**src/rtl/mobo_arbiter.sv**
```systemverilog
// mobo_arbiter: round-robin two-requester arbiter in front of the single motherboard memory port
module mobo_arbiter #(
  parameter int word_width = 32
) (
  input  logic                  clk,
  input  logic                  rst,
  input  logic [word_width-1:0] req0_ctrl,
  output logic [word_width-1:0] req0_stat,
  input  logic [word_width-1:0] req0_addr,
  input  logic [word_width-1:0] req0_wdat,
  output logic [word_width-1:0] req0_rdat,
  input  logic [word_width-1:0] req1_ctrl,
  output logic [word_width-1:0] req1_stat,
  input  logic [word_width-1:0] req1_addr,
  input  logic [word_width-1:0] req1_wdat,
  output logic [word_width-1:0] req1_rdat,
  output logic [word_width-1:0] mobo_ctrl,
  input  logic [word_width-1:0] mobo_stat,
  output logic [word_width-1:0] addr_out,
  output logic [word_width-1:0] mobodat_out,
  input  logic [word_width-1:0] mobodat_in,
  output logic [1:0]            grant
);
  localparam logic [word_width-1:0] CTRL_NONE  = '0;
  localparam logic [word_width-1:0] CTRL_READ  = word_width'(1);
  localparam logic [word_width-1:0] CTRL_WRITE = word_width'(2);
  localparam logic [word_width-1:0] STAT_IDLE  = '0;
  localparam logic [word_width-1:0] STAT_BUSY  = word_width'(1);
  localparam logic [word_width-1:0] STAT_DONE  = word_width'(2);
  typedef enum logic [1:0] {A_IDLE, A_ISSUE, A_DONE} state_t;
  state_t state_q, state_d;
  logic [word_width-1:0] mobo_ctrl_q, mobo_ctrl_d, addr_q, addr_d, wdat_q, wdat_d;
  logic [word_width-1:0] rdat0_q, rdat0_d, rdat1_q, rdat1_d, stat0_q, stat0_d, stat1_q, stat1_d;
  logic [word_width-1:0] own_stat, own_ctrl;
  logic [1:0] grant_q, grant_d;
  logic last_q, last_d, req0, req1, sel, own;
  assign req0 = req0_ctrl == CTRL_READ || req0_ctrl == CTRL_WRITE;
  assign req1 = req1_ctrl == CTRL_READ || req1_ctrl == CTRL_WRITE;
  assign sel = req0 && req1 ? !last_q : req1;
  assign own = grant_q[1];
  assign own_ctrl = own ? req1_ctrl : req0_ctrl;
  // mobo_ctrl_q doubles as the latched op: it equals op for the whole issue phase
  always_comb begin
    state_d = state_q;
    mobo_ctrl_d = mobo_ctrl_q;
    addr_d = addr_q;
    wdat_d = wdat_q;
    rdat0_d = rdat0_q;
    rdat1_d = rdat1_q;
    grant_d = grant_q;
    last_d = last_q;
    own_stat = STAT_BUSY;
    stat0_d = req0 ? STAT_BUSY : STAT_IDLE;
    stat1_d = req1 ? STAT_BUSY : STAT_IDLE;
    case (state_q)
      A_IDLE: if (mobo_stat == STAT_IDLE && (req0 || req1)) begin
        state_d = A_ISSUE;
        grant_d = sel ? 2'b10 : 2'b01;
        mobo_ctrl_d = sel ? req1_ctrl : req0_ctrl;
        addr_d = sel ? req1_addr : req0_addr;
        wdat_d = sel ? req1_wdat : req0_wdat;
      end
      A_ISSUE: if (mobo_stat == STAT_DONE) begin
        state_d = A_DONE;
        own_stat = STAT_DONE;
        mobo_ctrl_d = CTRL_NONE;
        last_d = own;
        rdat0_d = mobo_ctrl_q == CTRL_READ && !own ? mobodat_in : rdat0_q;
        rdat1_d = mobo_ctrl_q == CTRL_READ && own ? mobodat_in : rdat1_q;
      end
      default: begin
        own_stat = STAT_DONE;
        if (own_ctrl == CTRL_NONE && mobo_stat == STAT_IDLE) begin
          state_d = A_IDLE;
          own_stat = STAT_IDLE;
          grant_d = 2'b00;
        end
      end
    endcase
    if (state_q != A_IDLE) begin
      stat0_d = own ? stat0_d : own_stat;
      stat1_d = own ? own_stat : stat1_d;
    end
  end
  always_ff @(posedge clk) begin
    if (rst) begin
      state_q <= A_IDLE;
      mobo_ctrl_q <= CTRL_NONE;
      addr_q <= '0;
      wdat_q <= '0;
      rdat0_q <= '0;
      rdat1_q <= '0;
      stat0_q <= STAT_IDLE;
      stat1_q <= STAT_IDLE;
      grant_q <= 2'b00;
      last_q <= 1'b1;
    end else begin
      state_q <= state_d;
      mobo_ctrl_q <= mobo_ctrl_d;
      addr_q <= addr_d;
      wdat_q <= wdat_d;
      rdat0_q <= rdat0_d;
      rdat1_q <= rdat1_d;
      stat0_q <= stat0_d;
      stat1_q <= stat1_d;
      grant_q <= grant_d;
      last_q <= last_d;
    end
  end
  assign mobo_ctrl = mobo_ctrl_q;
  assign addr_out = addr_q;
  assign mobodat_out = wdat_q;
  assign req0_rdat = rdat0_q;
  assign req1_rdat = rdat1_q;
  assign req0_stat = stat0_q;
  assign req1_stat = stat1_q;
  assign grant = grant_q;
endmodule
```
**config.mk**
```make
export PLATFORM = sky130hd
export DESIGN_NAME = mobo_arbiter
export DESIGN_NICKNAME = d
export VERILOG_FILES = /design/src/rtl/mobo_arbiter.sv
export SDC_FILE = /design/constraint.sdc
export NUM_CORES = 1
export LEC_CHECK = 0
export CAP_MARGIN = 10
export CORE_AREA = 2 2 187 189
export DETAILED_ROUTE_END_ITERATION = 8
export DIE_AREA = 0 0 189 191
export SLEW_MARGIN = 20
export SYNTH_ARGS = -nofsm -noshare
export SYNTH_HDL_FRONTEND = slang
export SYNTH_SLANG_ARGS = --single-unit
```
**constraint.sdc**
```tcl
create_clock -name clk -period 2.7 [get_ports clk]
set_input_delay 0.54 -clock clk [delete_from_list [all_inputs] [get_ports clk]]
set_output_delay 0.54 -clock clk [all_outputs]
set_load 0.01 [all_outputs]
```
==> impl_summary.log <==
[metrics] CTS clock-pin slew for the worst setup and hold paths: 70 ps
[metrics] count of antenna-violating nets left after detailed routing: 0
[metrics] area grow syn2layout: 74.5%
[metrics] floorplan row count: 68
[metrics] final setup TNS: 0 ps
[metrics] Critical R2R Launch: mobo_ctrl[15]
[metrics] register-to-register setup slack: 650 ps
[metrics] asr flop ratio synth: 0%
[metrics] insertion delay of the later-clocked pin in the worst-skew pair: 430 ps
[metrics] Worst setup SP type: primary input
[metrics] worst path required time: 3020 ps
[metrics] Final Cycle Share: 93.0%
[metrics] placed instance count: 1653
[metrics] prevailing post-synth register cell: sky130_fd_sc_hd__dfxtp_1
[metrics] Total Power: 5.40 mW
[metrics] wire length of the first global-routing pass: 38300 um
[metrics] post-layout net count: 1475
[metrics] reg-to-reg critical path endpoint: req0_rdat[27]
[metrics] Mapped Avg Cell Area: 9.00 um^2
[metrics] vertical extent of the die: 191 um
[metrics] final non-filler cell total: 1685
[metrics] Final setup viols: 0
[metrics] x dimension of the die: 189 um
[metrics] number of cell instances on the worst register-to-register path: 7
[metrics] Via density: 4.13
[metrics] Worst Path Arrival: 2830 ps
[metrics] CP Capture Point: mobodat_out[25]
[metrics] number of remaining DRC errors: 0
[metrics] Wirelength per Cell: 15.1 um
[metrics] total overflow reported by the global router: 0
[metrics] pin count of the biggest net entering global routing: 67
[metrics] CTS tree: done
[metrics] count of max-cap constraint violations: 0
[metrics] top achievable clock speed: 0.398 GHz
[metrics] Worst setup startpoint: req1_ctrl[28]
[metrics] routability congestion estimate: 0.841
[metrics] first-pass detailed-route iteration total: 4
[metrics] antenna violations before repair: 0
[metrics] type of element capturing the critical path: flip-flop
[metrics] static leakage: 4.94 nW
[metrics] cell area after synthesis: 7100 um^2
[metrics] DP Wirelength: 19900 um
[metrics] count of H-tree levels built during CTS: 4
[metrics] I/O Pins: 484
[metrics] Total Die Area: 36100 um^2
[metrics] overall fraction of global-route tracks in use: 13.6%
[metrics] Crit Path Category: primary input to flip-flop
[metrics] maximum fanout encountered on the critical timing path: 15
[metrics] Synth cell types: 35
[metrics] number of flops mapped to enable cells by yosys: 0
[metrics] total power density per cell area: 436 nW/um^2
[metrics] maximum resistive drop on vdd: 0.394 mV
[metrics] result of the run: finished clean
[metrics] area of the core: 34100 um^2
[metrics] worst hold slack after final layout: 490 ps
[metrics] count of port buffers added during placement: 423
[metrics] Final Critical Period: 2510 ps
[metrics] total wire length: 25400 um
[metrics] gate count of the mapped netlist: 789
[metrics] number of vias in the routed layout: 6955
[metrics] Seq/Total Area, Yosys: 47.7%
[metrics] Final Slew Violations: 0
[metrics] TritonCTS Sinks: 169
[metrics] post-CTS repair timing setup buffer count: 0
[metrics] post-layout worst setup margin: 189 ps
[metrics] number of buffers added by the clock tree synthesis step: 17
[metrics] number of hold-slack violations in the final timing report: 0
[metrics] layout cells sized above 1: 6.99%
[metrics] Synth Register Bits: 169
[metrics] deepest clock path buffer count: 2
[metrics] Worst slew margin: 61.4%
[metrics] diode insertion count for antenna repair: 0
[metrics] actual transition at the worst max-transition pin: 576 ps
[metrics] number of global-route vias before repair: 6845
[metrics] iteration-0 DRC count of the detailed router: 229
[metrics] worst setup slack before clock tree synthesis: -369 ps
[metrics] Worst Clk Skew: 9.26 ps
[metrics] buffer cell driving the clock tree root: sky130_fd_sc_hd__clkbuf_16
[metrics] unrepaired setup endpoints after global routing: no
[metrics] Initial Utilization: 20.8%
[metrics] type of the most critical hold path: flip-flop to flip-flop
[metrics] number of warnings issued by yosys: 0
## what timing repair did
item / 4_1_cts / 5_1_grt
hold buffers: 0 / 0
setup endpoints to repair: 0 / 97
hold endpoints to repair: 0 / 0
gates resized for setup: 0 / 2
## logic make-up after synthesis
kind of cell,after synthesis,share of synthesized area [%]
AND/OR/NAND/NOR,353,22.2
flip-flops,169,47.7
buffers and inverters,116,10.8
AO/OA/AOI/OAI,82,9.70
multiplexers,66,9.34
XOR/XNOR,2,0.247
other,1,0.0528
## critical path, stage by stage
cell and delay (ps):
sky130_fd_sc_hd__clkdlybuf4s50_1 480, sky130_fd_sc_hd__nor4_2 320, sky130_fd_sc_hd__nand4_1 190, sky130_fd_sc_hd__nor3_2 220, sky130_fd_sc_hd__buf_4 160, sky130_fd_sc_hd__a21boi_4 190, sky130_fd_sc_hd__buf_12 180, sky130_fd_sc_hd__buf_4 150
sky130_fd_sc_hd__nand2_1 70, sky130_fd_sc_hd__a311oi_1 300
## worst min-delay path by stage
stage | from | end | slack (ps) | cells past startpoint
floorplan | grant[0] | grant[0] | 510 | 2
global placement | mobo_ctrl[17] | mobo_ctrl[17] | 470 | 1
detailed placement | mobo_ctrl[5] | mobo_ctrl[5] | 480 | 1
CTS | mobo_ctrl[5] | mobo_ctrl[5] | 490 | 1
global route | mobo_ctrl[15] | mobo_ctrl[15] | 510 | 1
finish | mobo_ctrl[26] | mobo_ctrl[26] | 490 | 1
## report_power, final
group	leakage, nW	switching [mW]	internal, mW
clock network	0.264	1.16	1.22
registers	1.36	0.00000000000576	2.49
logic	3.31	0.173	0.354
total	4.94	1.34	4.07
## synthesized netlist by cell type (2+ instances only)
master                     number  area [um^2]
sky130_fd_sc_hd__nand2_1      130          488
sky130_fd_sc_hd__o21ai_0        3         15.0
sky130_fd_sc_hd__inv_1          2         7.51
sky130_fd_sc_hd__a22o_1         2         17.5
sky130_fd_sc_hd__a21oi_1        4         20.0
sky130_fd_sc_hd__nor3_1         6         30.0
sky130_fd_sc_hd__buf_6          3         33.8
sky130_fd_sc_hd__or3_1          2         12.5
sky130_fd_sc_hd__dfxtp_1      169         3380
sky130_fd_sc_hd__xnor2_1        2         17.5
sky130_fd_sc_hd__nor2_1       138          518
sky130_fd_sc_hd__mux2_2         2         22.5
sky130_fd_sc_hd__mux2i_1       64          641
sky130_fd_sc_hd__nor3_2         2         20.0
sky130_fd_sc_hd__o211ai_1       3         22.5
sky130_fd_sc_hd__and2_1        30          188
sky130_fd_sc_hd__nand4_1        8         50.1
sky130_fd_sc_hd__nor4_1        29          181
sky130_fd_sc_hd__clkbuf_1      22         82.6
sky130_fd_sc_hd__buf_4         80          601
sky130_fd_sc_hd__buf_2          9         45.0
sky130_fd_sc_hd__or4_1          2         15.0
sky130_fd_sc_hd__a311oi_1      65          569
## registers in the layout, summed over array words and instances (netlist names)
name and flops:
req1_stat 2, req0_stat 2, req0_rdat 32, mobodat_out 32, last_q 1, mobo_ctrl 32, state_q 2, grant 2
addr_out 32, req1_rdat 32
## cells in the final DEF (no fill, tap or decap), drive strengths merged
cell and count:
a211o 1, a21bo 1, a21boi 1, a21oi 4, a22o 2, a22oi 1
a311oi 65, and2 30, buf 42, clkbuf 18, clkdlybuf4s50 422, clkinv 2
clkinvlp 4, conb 60, dfxtp 169, inv 10, mux2 2, mux2i 64
nand2 130, nand3 1, nand3b 1, nand4 8, nor2 138, nor2b 1
nor3 9, nor4 30, nor4b 1, o211a 1, o211ai 3, o21ai 3
or3 2, or4 2, xnor2 2
## routing by layer
metal | global-route usage (%) | part of all wire (%) | wire, um | up-vias
met5 | 0 | 0 | 0 | -
met1 | 16.8 | 44 | 11100 | 3200
met3 | 4.20 | 6.9 | 1750 | 25
met2 | 22.4 | 47 | 12000 | 266
met4 | 4.90 | 2.0 | 502 | 0
li1 | - | - | - | 3464
## final cells by class
cell class                      count  area (um^2)
Fill cell                        3454        21700
Inverter                            2         7.51
Tap cell                          455          569
Clock inverter                     14          131
Multi-Input combinational cell    563         3200
Timing Repair Buffer              464         4660
Sequential cell                   169         3380
Clock buffer                       18          429
## metrics by stage
stage,utilization [%],area [um^2]
2_1_floorplan,-,7320
3_3_place_gp,34.6,11800
3_5_place_dp,34.6,11800
4_1_cts,36.3,12400
5_1_grt,36.3,12400
6_report,36.3,12400
No activity file was read; power rests on OpenSTA's default activity.
